--- config.mk ---
export PLATFORM = sky130hd
export DESIGN_NAME = pulse_interval_meter
export DESIGN_NICKNAME = d
export VERILOG_FILES = /design/src/rtl/pulse_interval_meter_pkg.sv /design/src/rtl/pulse_interval_meter_rise_detect.sv /design/src/rtl/pulse_interval_meter.sv
export SDC_FILE = /design/constraint.sdc
export NUM_CORES = 1
export LEC_CHECK = 0
export ABC_AREA = 1
export BUFFER_PORTS_ARGS = -buffer_cell sky130_fd_sc_hd__buf_2
export CORE_AREA = 2 2 74 76
export DETAILED_ROUTE_END_ITERATION = 10
export DIE_AREA = 0 0 76 78
export SKIP_CTS_REPAIR_TIMING = 1
export SKIP_LAST_GASP = 1
export SYNTH_ARGS = -nofsm -noshare
export SYNTH_HDL_FRONTEND = slang
export SYNTH_SLANG_ARGS = --single-unit
--- constraint.sdc ---
create_clock -name clk -period 2 [get_ports clk]
set_input_delay 0.1 -clock clk [delete_from_list [all_inputs] [get_ports clk]]
set_output_delay 0.1 -clock clk [all_outputs]
set_load 0.02 [all_outputs]
--- src/rtl/pulse_interval_meter_pkg.sv ---
// pulse_interval_meter_pkg: shared state encoding, tick timing defaults and helpers
package pulse_interval_meter_pkg;
  typedef enum logic [1:0] {
    ST_IDLE   = 2'd0,
    ST_HUNT   = 2'd1,
    ST_LOCKED = 2'd2
  } state_e;
  localparam int NOMINAL_DEF = 20;
  localparam int TOL_DEF = 1;
  function automatic logic [7:0] sat_inc8(input logic [7:0] v);
    return (v == 8'hFF) ? v : v + 8'd1;
  endfunction
endpackage

--- src/rtl/pulse_interval_meter_rise_detect.sv ---
// pulse_interval_meter_rise_detect: one-cycle rising-edge pulse from a synchronous level
module pulse_interval_meter_rise_detect (
  input  logic clk,
  input  logic rst,
  input  logic d,
  output logic rise
);
  logic s_q;
  always_ff @(posedge clk) s_q <= rst ? 1'b0 : d;
  assign rise = d & ~s_q;
endmodule

--- src/rtl/pulse_interval_meter.sv ---
// pulse_interval_meter: measures strobe rise-to-rise intervals, flags errors/timeouts and declares lock
module pulse_interval_meter
  import pulse_interval_meter_pkg::*;
#(
  parameter int CNT_W   = 8,
  parameter int NOMINAL = NOMINAL_DEF,
  parameter int TOL     = TOL_DEF,
  parameter int LOCK_N  = 3,
  parameter int TIMEOUT = 40
) (
  input  logic             clk,
  input  logic             rst,
  input  logic             strobe_in,
  output logic [CNT_W-1:0] period,
  output logic             period_vld,
  output logic             err,
  output logic             timeout,
  output logic             locked,
  output logic [7:0]       err_cnt
);
  localparam int GOOD_W = $clog2(LOCK_N + 1);
  localparam logic [CNT_W-1:0] LO_C = CNT_W'(NOMINAL - TOL);
  localparam logic [CNT_W-1:0] HI_C = CNT_W'(NOMINAL + TOL);
  localparam logic [CNT_W-1:0] TO_C = CNT_W'(TIMEOUT);
  localparam logic [GOOD_W-1:0] LOCK_G = GOOD_W'(LOCK_N);
  state_e state_q, state_d;
  logic [CNT_W-1:0] cnt_q, cnt_d, period_q, period_d;
  logic [GOOD_W-1:0] good_q, good_d, good_inc;
  logic [7:0] err_cnt_q, err_cnt_d;
  logic vld_q, vld_d, err_q, err_d, to_q, to_d, locked_q;
  logic rise, in_range;
  pulse_interval_meter_rise_detect u_rise (
    .clk  (clk),
    .rst  (rst),
    .d    (strobe_in),
    .rise (rise)
  );
  assign in_range = (cnt_q >= LO_C) && (cnt_q <= HI_C);
  assign good_inc = good_q + 1'b1;
  always_comb begin
    state_d = state_q;
    cnt_d = cnt_q;
    good_d = good_q;
    period_d = period_q;
    err_cnt_d = err_cnt_q;
    vld_d = 1'b0;
    err_d = 1'b0;
    to_d = 1'b0;
    if (rise) begin
      cnt_d = CNT_W'(1);
      if (state_q == ST_IDLE) state_d = ST_HUNT;
      else begin
        period_d = cnt_q;
        vld_d = 1'b1;
        if (in_range) begin
          good_d = (good_q == LOCK_G) ? good_q : good_inc;
          state_d = (good_inc == LOCK_G) ? ST_LOCKED : state_q;
        end else begin
          err_d = 1'b1;
          err_cnt_d = sat_inc8(err_cnt_q);
          good_d = '0;
          state_d = ST_HUNT;
        end
      end
    end else if (state_q != ST_IDLE) begin
      // the counter stops at TIMEOUT, so it can never wrap
      if (cnt_q == TO_C) begin
        to_d = 1'b1;
        state_d = ST_IDLE;
        good_d = '0;
        cnt_d = '0;
      end else cnt_d = cnt_q + 1'b1;
    end
  end
  always_ff @(posedge clk) begin
    if (rst) begin
      state_q <= ST_IDLE;
      cnt_q <= '0;
      good_q <= '0;
      period_q <= '0;
      err_cnt_q <= '0;
      vld_q <= 1'b0;
      err_q <= 1'b0;
      to_q <= 1'b0;
      locked_q <= 1'b0;
    end else begin
      state_q <= state_d;
      cnt_q <= cnt_d;
      good_q <= good_d;
      period_q <= period_d;
      err_cnt_q <= err_cnt_d;
      vld_q <= vld_d;
      err_q <= err_d;
      to_q <= to_d;
      locked_q <= state_d == ST_LOCKED;
    end
  end
  assign period = period_q;
  assign period_vld = vld_q;
  assign err = err_q;
  assign timeout = to_q;
  assign locked = locked_q;
  assign err_cnt = err_cnt_q;
endmodule

==> results.md, run 1 <==
- Result of the run: complete, no violations
- Number of ports placed on the die boundary: 23
- Die span in y: 78 µm
- Number of cells traversed by the worst hold path: 3
- Sequential area share after synthesis: a little under two fifths
- CTS tree: built
- Startpoint of the most critical setup path: cnt_q[0]
- DRT Pass-1 Iters: 4
- Measured slew at the worst slew-check pin: 0.334 ns
- Required time of the critical path: 2.22 ns
- Classification of the worst setup path: reg -> reg
- Count of final setup violators: 0
- Clock slew at the register clock pins of the worst setup and hold paths: approximately 0.070 ns
- Via density: between 4 and 5
- Compound-gate portion of the synthesized area: between 10 and 15%
- Final-layout worst hold slack: 0.0571 ns
- Most frequent cells in the layout: 46 x sky130_fd_sc_hd__nand2_1, 33 x sky130_fd_sc_hd__dfxtp_1, 24 x sky130_fd_sc_hd__a21oi_1
- Initial Util: between 30% and 40%
- Nature of the critical path endpoint: flop
- Placed wire-length estimate after detailed placement: 2790 µm
- Post-synthesis simple-gate area fraction: a little under two fifths
- Post-Syn Nets: 236
- R2R depth: 9
- Maximum fanout along the worst path: 5
- Antenna violations before repair: 0
- Data arrival time of the critical path: about 1.8 ns
- Area of the mapped netlist: roughly 1700 µm²
- Worst setup slack after placement: roughly 0.46 ns
- Cell count after synthesis: roughly 230
- Longest Clk Path Bufs: 2
- Final worst path period share: ~78%
- Number of failing hold endpoints at the final stage: 0
- Global-route usage over all layers: a little over an eighth
- R2r endpoint: err_cnt[0]
- Terminating pin of the worst hold path: u_rise.s_q
- Number of distinct library cells after synthesis: 29
- Cell with the largest stage delay on the worst path: sky130_fd_sc_hd__dfxtp_1
- Synthesis-to-finish area growth: 14.6%
- Wire length after detailed routing: approximately 3700 µm
- Antenna violation net count after detailed routing: 0
- Crit start category: flop
- Remaining global-route overflow: 0
- Slew Viols, Final: 0
- Buffers added on ports: 22
- Unrepaired setup endpoints after global routing: no
- CP Cell Sequence: inv_1 > ha_1 > inv_1 > nand3_1 > nand2_2 > nor2_8 > nor2_4 > nand3_1 > a21oi_1
- Main area contributors after synthesis: sky130_fd_sc_hd__dfxtp_1 38%, sky130_fd_sc_hd__nand2_1 9.9%, sky130_fd_sc_hd__a21oi_1 6.9%
- Most common cell after layout, fill and taps aside: sky130_fd_sc_hd__nand2_1
- Multiplexer area fraction after synthesis: 0%
- Average size of a mapped cell: slightly below 8 µm²
- Clock sink total: 33
- Static leakage: roughly 0.0009 µW
- Cts bufs inserted: 5
- Power density of the placed cells: between 600 and 700 nW/µm²
- Post-synthesis sequential element count: 33
- Classification of the worst-slack hold path: in -> reg
- Largest stage delay, worst path: roughly 0.40 ns
- Synth Area in XOR/XNOR: around 1.0%
- Post-Synth Adder-Cell Area: 5.04%
- Max-slew headroom at the worst pin: 77.7%
- Setup skew after layout: ~0.0055 ns
- H-Tree Depth: 2
- Setup TNS Final: 0 ns
- Die footprint: a little under 6000 µm²
- Final critical path time including I/O delays and setup: approximately 1.6 ns
- Total core area: between 5000 and 6000 µm²
- Main combinational cell family by area after synthesis: simple AND/OR/NAND/NOR gates
- Total inserted antenna cells: 0
- Root Buffer Master: sky130_fd_sc_hd__clkbuf_8
- Startpoint of the worst register-to-register path: cnt_q[0]
- Overall Power: ~1300 µW
- Number of remaining DRC errors: 0
- Worst voltage drop across the vdd grid: approximately 0.34 mV
- Routed via count: 1,490
- Share of the synthesized area in the top cell type: between 30% and 40%
- Clock network latency to the later pin of the worst-skew pair: ~0.29 ns
- Ratio of cells with drive above 1 in the final layout: a little under a quarter
- Layout Nets: 262
- DRT iter0 DRCs: 46
- Ys Warns: 0
- Largest net degree at the start of global routing: 17
- Die X-Extent: between 70 and 80 µm
- Startpoint of the most critical hold path: strobe_in
- Peak Freq: between 600 and 700 MHz
- Wire length of the first global-routing pass: 6310 µm
- Post-route setup slack: around 0.45 ns
- Vias in the first global route: roughly 1,400
- Reg2Reg Setup Slack: 0.45 ns
- Routed len/inst: about 11 µm
- Final standard cell utilization of the core: between 30% and 40%
- Num rows: 26
- Weighted congestion at the end of routability-driven global placement: ~0.79
- Post-synth top area cell: sky130_fd_sc_hd__dfxtp_1
- Max cap viols: 0
==> cell type report <==
| cell class | instances | area, µm² |
|---|---|---|
| Tap cell | 70 | 87.6 |
| Clock inverter | 2 | 10.0 |
| Inverter | 27 | 104 |
| Clock buffer | 6 | 72.6 |
| Multi-Input combinational cell | 162 | 940 |
| Fill cell | 548 | 3050 |
| Sequential cell | 33 | 661 |
| Timing Repair Buffer | 23 | 118 |
==> synth_stat cells <==
cell / number
sky130_fd_sc_hd__nor3_1: 4
sky130_fd_sc_hd__nor2_1: 19
sky130_fd_sc_hd__inv_2: 5
sky130_fd_sc_hd__clkbuf_1: 2
sky130_fd_sc_hd__ha_1: 7
sky130_fd_sc_hd__buf_8: 1
sky130_fd_sc_hd__inv_1: 21
sky130_fd_sc_hd__nand3b_1: 3
sky130_fd_sc_hd__o21ai_2: 1
sky130_fd_sc_hd__a211oi_2: 1
sky130_fd_sc_hd__nand4_1: 6
sky130_fd_sc_hd__buf_6: 1
sky130_fd_sc_hd__dfxtp_1: 33
sky130_fd_sc_hd__nand3_4: 1
sky130_fd_sc_hd__a21oi_1: 24
sky130_fd_sc_hd__nand3b_4: 1
sky130_fd_sc_hd__nor2_4: 3
sky130_fd_sc_hd__nand2_2: 5
sky130_fd_sc_hd__nor2_2: 3
sky130_fd_sc_hd__nor2_8: 3
sky130_fd_sc_hd__nand3_2: 2
sky130_fd_sc_hd__nand3_1: 18
sky130_fd_sc_hd__nand2_1: 46
sky130_fd_sc_hd__nor2b_2: 1
sky130_fd_sc_hd__inv_4: 1
sky130_fd_sc_hd__a21oi_2: 1
sky130_fd_sc_hd__o21ai_0: 9
sky130_fd_sc_hd__xor2_1: 2
sky130_fd_sc_hd__nor3b_1: 2
==> critical path: cells and delay by family, from the launching register on <==
family,cells,cell delay [ns]
AOI/OAI and AO/OA,1,0.12
and+or+nand+nor,5,0.61
buffers and inverters,2,0.17
adders and majority gates,1,0.21
DFF,1,0.40
==> metrics by stage <==
step | area, µm² | instances
finish | 1990 | 323
global route | 1990 | 323
CTS | 1990 | 323
detailed placement | 1910 | 315
global placement | 1910 | 315
floorplan | 1740 | 226
==> cell families (layout without fill, tap and decap cells) <==
group / count (synthesis) / in the layout
adders and majority gates: 7 / 7
xor gates and xnor gates: 2 / 2
and+or+nand+nor: 117 / 117
buffers and inverters: 31 / 58
DFF: 33 / 33
AOI/OAI and AO/OA: 36 / 36
==> metal layers <==
| layer | track usage, % | share of wire (%) | vias up |
|---|---|---|---|
| li1 | - | - | 789 |
| met1 | 16.3 | 48 | 662 |
| met2 | 22.1 | 46 | 32 |
| met3 | 4.88 | 5.5 | 7 |
| met4 | 4.36 | 0.84 | 0 |
| met5 | 0 | 0 | - |
==> registers in the layout (all words and copies together), names as in the netlist <==
register,count
cnt_q,8
err,1
err_cnt,8
good_q,2
locked,1
period,8
period_vld,1
state_q,2
timeout,1
u_rise.s_q,1
==> report_power, final <==
| part | leakage, µW | switching [µW] | internal, µW |
|---|---|---|---|
| sequential | 0.000268 | 13.6 | 674 |
| combinational | 0.000586 | 79.1 | 37.6 |
| clock | 0.0000450 | 243 | 241 |
==> worst max-delay path by stage <==
stage / end / slack (ns)
after floorplan: err_cnt[6] / 0.59
after global placement: err_cnt[7] / 0.52
after detailed placement: err_cnt[0] / 0.46
after CTS: err_cnt[0] / 0.43
after global routing: err_cnt[1] / 0.24
final: err_cnt[0] / 0.45
No activity file was read; power rests on OpenSTA's default activity.
==> inputs of run 2 (changes only) <==
clock period = 1.3 ns   (was 2 ns; I/O delays follow)
==> results.md, run 2 (synthesized netlist as in run 1, its figures left out) <==
- Post-route design area: 2430 µm² (+22%)
- CTS tree: built
- Startpoint of the most critical setup path: cnt_q[0]
- Longest Clk Path Bufs: 2 (unchanged)
- Clock network latency to the later pin of the worst-skew pair: 0.28 ns (about the same)
- Count of final setup violators: 14 (+14)
- Number of remaining DRC errors: 0 (unchanged)
- Static leakage: 0.00108 µW (+21%)
- Setup skew after layout: 0.00587 ns (+0.000371 ns)
- Largest net degree at the start of global routing: 13 (-4)
- R2r endpoint: err_cnt[1]
- Total inserted antenna cells: 0 (unchanged)
- Data arrival time of the critical path: 1.65 ns (-0.12 ns)
- Routed len/inst: 12.2 µm (+7.4%)
- Total core area: 5040 µm² (unchanged)
- Cts bufs inserted: 5 (unchanged)
- Max-slew headroom at the worst pin: 81.0% (+3.3 points)
- Required time of the critical path: 1.52 ns (-0.70 ns)
- Antenna violation net count after detailed routing: 0 (unchanged)
- Maximum fanout along the worst path: 5 (unchanged)
- Nature of the critical path endpoint: flop
- Die footprint: 5930 µm² (unchanged)
- Startpoint of the worst register-to-register path: cnt_q[0]
- Violations in the final reports: setup timing
- Most common cell after layout, fill and taps aside: sky130_fd_sc_hd__nand2_1
- Peak Freq: 695 MHz (+7.9%)
- Root Buffer Master: sky130_fd_sc_hd__clkbuf_8
- H-Tree Depth: 2 (unchanged)
- Remaining global-route overflow: 0 (unchanged)
- Final worst path period share: 111% (+33 points)
- Clock sink total: 33 (unchanged)
- Crit path capture: err_cnt[1]
- Measured slew at the worst slew-check pin: 0.283 ns (-0.0502 ns)
- R2R depth: 9 (unchanged)
- Die X-Extent: 76 µm (unchanged)
- Wire length after detailed routing: 4330 µm (+18%)
- Ratio of cells with drive above 1 in the final layout: 44.4% (+21 points)
- Unrepaired setup endpoints after global routing: yes
- Via density: 4.65 (+0.80%)
- Final critical path time including I/O delays and setup: 1.44 ns (-0.113 ns)
- Startpoint of the most critical hold path: strobe_in
- Number of failing hold endpoints at the final stage: 0 (unchanged)
- Classification of the worst setup path: reg -> reg
- Reg2Reg Setup Slack: -0.14 ns (-0.59 ns)
- DRT iter0 DRCs: 95 (+110%)
- Power density of the placed cells: 826 nW/µm² (+28%)
- Initial Util: 34.5% (unchanged)
- Num rows: 26 (unchanged)
- DRT Pass-1 Iters: 4 (unchanged)
- Post-route setup slack: -0.140 ns (-0.587 ns)
- Classification of the worst-slack hold path: in -> reg
- Wire length of the first global-routing pass: 6540 µm (+3.6%)
- Vias in the first global route: 1,424 (+3.8%)
- Synthesis-to-finish area growth: 39.9%
- Routed via count: 1,646 (+10%)
- Layout Nets: 295 (+13%)
- Antenna violations before repair: 0 (unchanged)
- Placed Instance Area: 2110 µm² (+10%)
- Result of the run: complete, but fails checks
- Die span in y: 78 µm (unchanged)
- Setup TNS Final: -1.08 ns (-1.08 ns)
- Clock slew at the register clock pins of the worst setup and hold paths: 0.06 ns (about the same)
- Filler Cells Inserted: 481 (-12%)
- Most frequent cells in the layout: 44 x sky130_fd_sc_hd__nand2_1, 31 x sky130_fd_sc_hd__buf_4, 26 x sky130_fd_sc_hd__dfxtp_1
- Slew Viols, Final: 0 (unchanged)
- Overall Power: 2010 µW (+56%)
- Global-route usage over all layers: 13.8% (+0.37 points)
- Crit start category: flop
- Placed wire-length estimate after detailed placement: 3020 µm (+8.1%)
- Max cap viols: 0 (unchanged)
- Weighted congestion at the end of routability-driven global placement: 0.832 (+5.6%)
- Worst voltage drop across the vdd grid: 0.493 mV (+46%)
- Number of ports placed on the die boundary: 23 (unchanged)
- Buffers added on ports: 22 (unchanged)
-- run 2: changes by cell type in the layout (fill, tap and decap cells not counted), moves of 3 or more --
cell / before / now
sky130_fd_sc_hd__ha_4: 0 / 4
sky130_fd_sc_hd__nand3_1: 18 / 10
sky130_fd_sc_hd__nor2_2: 3 / 6
sky130_fd_sc_hd__dfxtp_1: 33 / 26
sky130_fd_sc_hd__nand2_4: 0 / 4
sky130_fd_sc_hd__nor2_1: 19 / 16
sky130_fd_sc_hd__nand3_2: 2 / 8
sky130_fd_sc_hd__dfxtp_2: 0 / 5
sky130_fd_sc_hd__inv_1: 21 / 15
sky130_fd_sc_hd__a21oi_1: 24 / 19
sky130_fd_sc_hd__a21oi_2: 1 / 6
sky130_fd_sc_hd__inv_2: 5 / 9
sky130_fd_sc_hd__ha_1: 7 / 3
sky130_fd_sc_hd__buf_4: 1 / 31
-- run 2: area by class of cell --
cell class              instances  area [µm²]  area share, %
multi-input cells             162        1100           45.3
flip-flops and latches         33         674           27.7
repair buffers                 56         385           15.9
inverters                      27         109           4.48
well taps                      70        87.6           3.60
clock buffers                   5        68.8           2.83
clock inverters                 1        5.00          0.206
-- run 2: worst min-delay path by stage --
stage            endpoint  cells past startpoint
2_1_floorplan  u_rise.s_q                      2
3_3_place_gp   u_rise.s_q                      3
3_5_place_dp   u_rise.s_q                      3
4_1_cts        u_rise.s_q                      3
5_1_grt        u_rise.s_q                      3
6_report       u_rise.s_q                      3
-- run 2: stage by stage --
step | hold WS [ns] | setup slack [ns] | util, % | instances
3_3_place_gp | 0.319 | -0.0949 | 41.8 | 338
2_1_floorplan | 0.208 | 0.0123 | - | 226
5_1_grt | 0.0505 | -0.191 | 48.2 | 354
4_1_cts | 0.0386 | -0.126 | 43.3 | 344
3_5_place_dp | 0.326 | -0.110 | 41.8 | 338
6_report | 0.0355 | -0.140 | 48.2 | 354
-- run 2: report_power, final --
part | switching (µW) | total, µW | internal, µW
Combinational | 152 | 262 | 111
Sequential | 23.0 | 1060 | 1040
Clock | 335 | 686 | 351
Total | 510 | 2010 | 1500
-- run 2: worst max-delay path: stages, from the launching register on --
cell and delay (ns):
sky130_fd_sc_hd__dfxtp_4 0.37, sky130_fd_sc_hd__buf_6 0.13, sky130_fd_sc_hd__ha_4 0.15, sky130_fd_sc_hd__inv_2 0.06, sky130_fd_sc_hd__nand3_4 0.09, sky130_fd_sc_hd__nand2_4 0.10
sky130_fd_sc_hd__nor2_8 0.06, sky130_fd_sc_hd__nor2_4 0.19, sky130_fd_sc_hd__nand3_2 0.10, sky130_fd_sc_hd__a21oi_2 0.13
-- run 2: layer usage --
metal / part of all wire [%] / up-vias / global-route usage, %
met5: 0 / - / 0
met4: 0.48 / 0 / 3.82
met3: 3.8 / 2 / 3.72
li1: - / 857 / -
met1: 46 / 755 / 17.7
met2: 50 / 32 / 22.8
==> inputs of run 3 (changes only) <==
CORE_AREA = 4 4 76 78   (was 2 2 74 76)
DIE_AREA = 0 0 80 82   (was 0 0 76 78)
clock period = 1.35 ns   (was 1.3 ns; I/O delays follow)
==> results.md, run 3 (synthesized netlist as in run 1, its figures left out) <==
- Die span in y: 82 µm (+5.1%)
- Layout Nets: 281 (-4.7%)
- Relative contribution of the clock network to total power: 43.2% (+9.0 points)
- Count of final setup violators: 8 (-6)
- Measured slew at the worst slew-check pin: 0.280 ns (-0.00364 ns)
- Slew Viols, Final: 0 (unchanged)
- Setup skew after layout: 0.0114 ns (+0.00554 ns)
- Required time of the critical path: 1.57 ns (+0.05 ns)
- Number of cells traversed by the worst hold path: 3 (unchanged)
- Crit-path leading delay family: simple AND/OR/NAND/NOR gates
- Wire length after detailed routing: 3990 µm (-7.8%)
- Buffers & Inverters on Critical Path: 2 (unchanged)
- Die footprint: 6560 µm² (+11%)
- Most common cell after layout, fill and taps aside: sky130_fd_sc_hd__nand2_1
- Cts bufs inserted: 5 (unchanged)
- Via density: 4.63 (-0.39%)
- Buffers added on ports: 22 (unchanged)
- Vias in the first global route: 1,535 (+7.8%)
- Final worst path period share: 106% (-4.9 points)
- Weighted congestion at the end of routability-driven global placement: 0.823 (-1.2%)
- Antenna violations before repair: 0 (unchanged)
- Startpoint of the most critical hold path: strobe_in
- Most frequent cells in the layout: 45 x sky130_fd_sc_hd__nand2_1, 26 x sky130_fd_sc_hd__dfxtp_1, 22 x sky130_fd_sc_hd__buf_2
- Sequential Power Share: 47.0% (-5.8 points)
- Number of ports placed on the die boundary: 23 (unchanged)
- Clock slew at the register clock pins of the worst setup and hold paths: 0.08 ns (+0.02 ns)
- Data arrival time of the critical path: 1.65 ns (about the same)
- Largest net degree at the start of global routing: 17 (+4)
- CP Cell Sequence: buf_6 > ha_4 > inv_2 > nand3_4 > nand2_4 > nor2_8 > nor2_4 > nand3_2 > a21oi_2
- Wire length of the first global-routing pass: 6750 µm (+3.2%)
- Longest Clk Path Bufs: 2 (unchanged)
- CTS tree: built
- Placed wire-length estimate after detailed placement: 3010 µm (-0.38%)
- Synthesis-to-finish area growth: 30.4%
- Die X-Extent: 80 µm (+5.3%)
- Root Buffer Master: sky130_fd_sc_hd__clkbuf_8
- Reg2Reg Setup Slack: -0.08 ns (+0.06 ns)
- Max-slew headroom at the worst pin: 81.3% (+0.34 points)
- Global-route usage over all layers: 13.0% (-0.73 points)
- Max cap viols: 0 (unchanged)
- Classification of the worst setup path: reg -> reg
- Ratio of cells with drive above 1 in the final layout: 38.2% (-6.1 points)
- Static leakage: 0.00102 µW (-5.8%)
- Result of the run: complete, but fails checks
- Unrepaired setup endpoints after global routing: yes
- DRT Pass-1 Iters: 4 (unchanged)
- H-Tree Depth: 2 (unchanged)
- Worst voltage drop across the vdd grid: 0.524 mV (+6.3%)
- Num rows: 26 (unchanged)
- Startpoint of the most critical setup path: cnt_q[0]
- Violations in the final reports: setup timing
- R2R depth: 9 (unchanged)
- Crit start category: flop
- Combinational fraction of design power: 9.8% (-3.3 points)
- Final critical path time including I/O delays and setup: 1.43 ns (-0.0105 ns)
- Final-layout worst hold slack: 0.0327 ns (-0.00283 ns)
- Power Internal: 1630 µW (+8.7%)
- Sw Share: 24.8% (-0.61 points)
- R2r endpoint: err_cnt[1]
- Nature of the critical path endpoint: flop
- Routed via count: 1,584 (-3.8%)
- Peak Freq: 700 MHz (+0.73%)
- DRT iter0 DRCs: 37 (-61%)
- Antenna violation net count after detailed routing: 0 (unchanged)
- Post-route setup slack: -0.0793 ns (+0.0605 ns)
- Switching Power: 536 µW (+5.3%)
- Number of remaining DRC errors: 0 (unchanged)
- Initial Util: 34.2% (-0.22 points)
- Classification of the worst-slack hold path: in -> reg
- Maximum fanout along the worst path: 5 (unchanged)
- Total inserted antenna cells: 0 (unchanged)
- Power density of the placed cells: 956 nW/µm² (+16%)
- Remaining global-route overflow: 0 (unchanged)
- Startpoint of the worst register-to-register path: cnt_q[0]
- CP Depth: 9 (unchanged)
- Routed len/inst: 11.7 µm (-4.6%)
- Terminating pin of the worst hold path: u_rise.s_q
- Clock sink total: 33 (unchanged)
- Total core area: 5070 µm² (+0.65%)
- Number of failing hold endpoints at the final stage: 0 (unchanged)
- Clock network latency to the later pin of the worst-skew pair: 0.29 ns (about the same)
- Largest stage delay, worst path: 0.36 ns (about the same)
- Cell with the largest stage delay on the worst path: sky130_fd_sc_hd__dfxtp_4
- Overall Power: 2170 µW (+7.8%)
[run 3: area by class of cell]
cell class | count | area (µm²)
fill | 530 | 2810
multi-input combinational | 162 | 1020
sequential | 33 | 672
timing repair buffer | 42 | 264
inverter | 27 | 104
tap | 70 | 87.6
clock buffer | 5 | 68.8
clock inverter | 3 | 46.3
[run 3: worst reg2reg max path, cell delays in order, from the launching register on]
cell	delay, ns
sky130_fd_sc_hd__dfxtp_4	0.36
sky130_fd_sc_hd__buf_6	0.12
sky130_fd_sc_hd__ha_4	0.15
sky130_fd_sc_hd__inv_2	0.06
sky130_fd_sc_hd__nand3_4	0.09
sky130_fd_sc_hd__nand2_4	0.10
sky130_fd_sc_hd__nor2_8	0.05
sky130_fd_sc_hd__nor2_4	0.19
sky130_fd_sc_hd__nand3_2	0.11
sky130_fd_sc_hd__a21oi_2	0.13
[run 3: per-layer routing]
metal	track usage, %	share of wire, %
met5	0	0
met4	3.55	0.68
met3	3.84	3.8
met2	22.5	49
met1	15.8	47
[run 3: power by group through the flow]
stage          registers [µW]  logic [µW]  clock network, µW
2_1_floorplan            1060         117                  0
3_3_place_gp             1040         197                  0
3_5_place_dp             1040         196                  0
4_1_cts                  1020         197                962
5_1_grt                  1020         236               1000
6_report                 1020         211                937
[run 3: worst max path at each step]
stage / to / slack, ns
floorplan: err_cnt[0] / 0.02
global placement: err_cnt[1] / -0.05
detailed placement: err_cnt[1] / -0.1
CTS: err_cnt[1] / -0.12
global route: locked / -0.16
finish: err_cnt[1] / -0.08
[run 3: through the flow]
stage / cell area, µm² / util [%] / instances / setup TNS [ns] / worst slack (ns)
global placement: 2050 / 40.4 / 333 / -0.253 / -0.0451
global route: 2270 / 44.6 / 342 / -1.93 / -0.161
finish: 2270 / 44.6 / 342 / -0.475 / -0.0793
CTS: 2170 / 42.7 / 341 / -0.846 / -0.125
detailed placement: 2050 / 40.4 / 333 / -0.546 / -0.0958
floorplan: 1750 / - / 226 / 0 / 0.0185
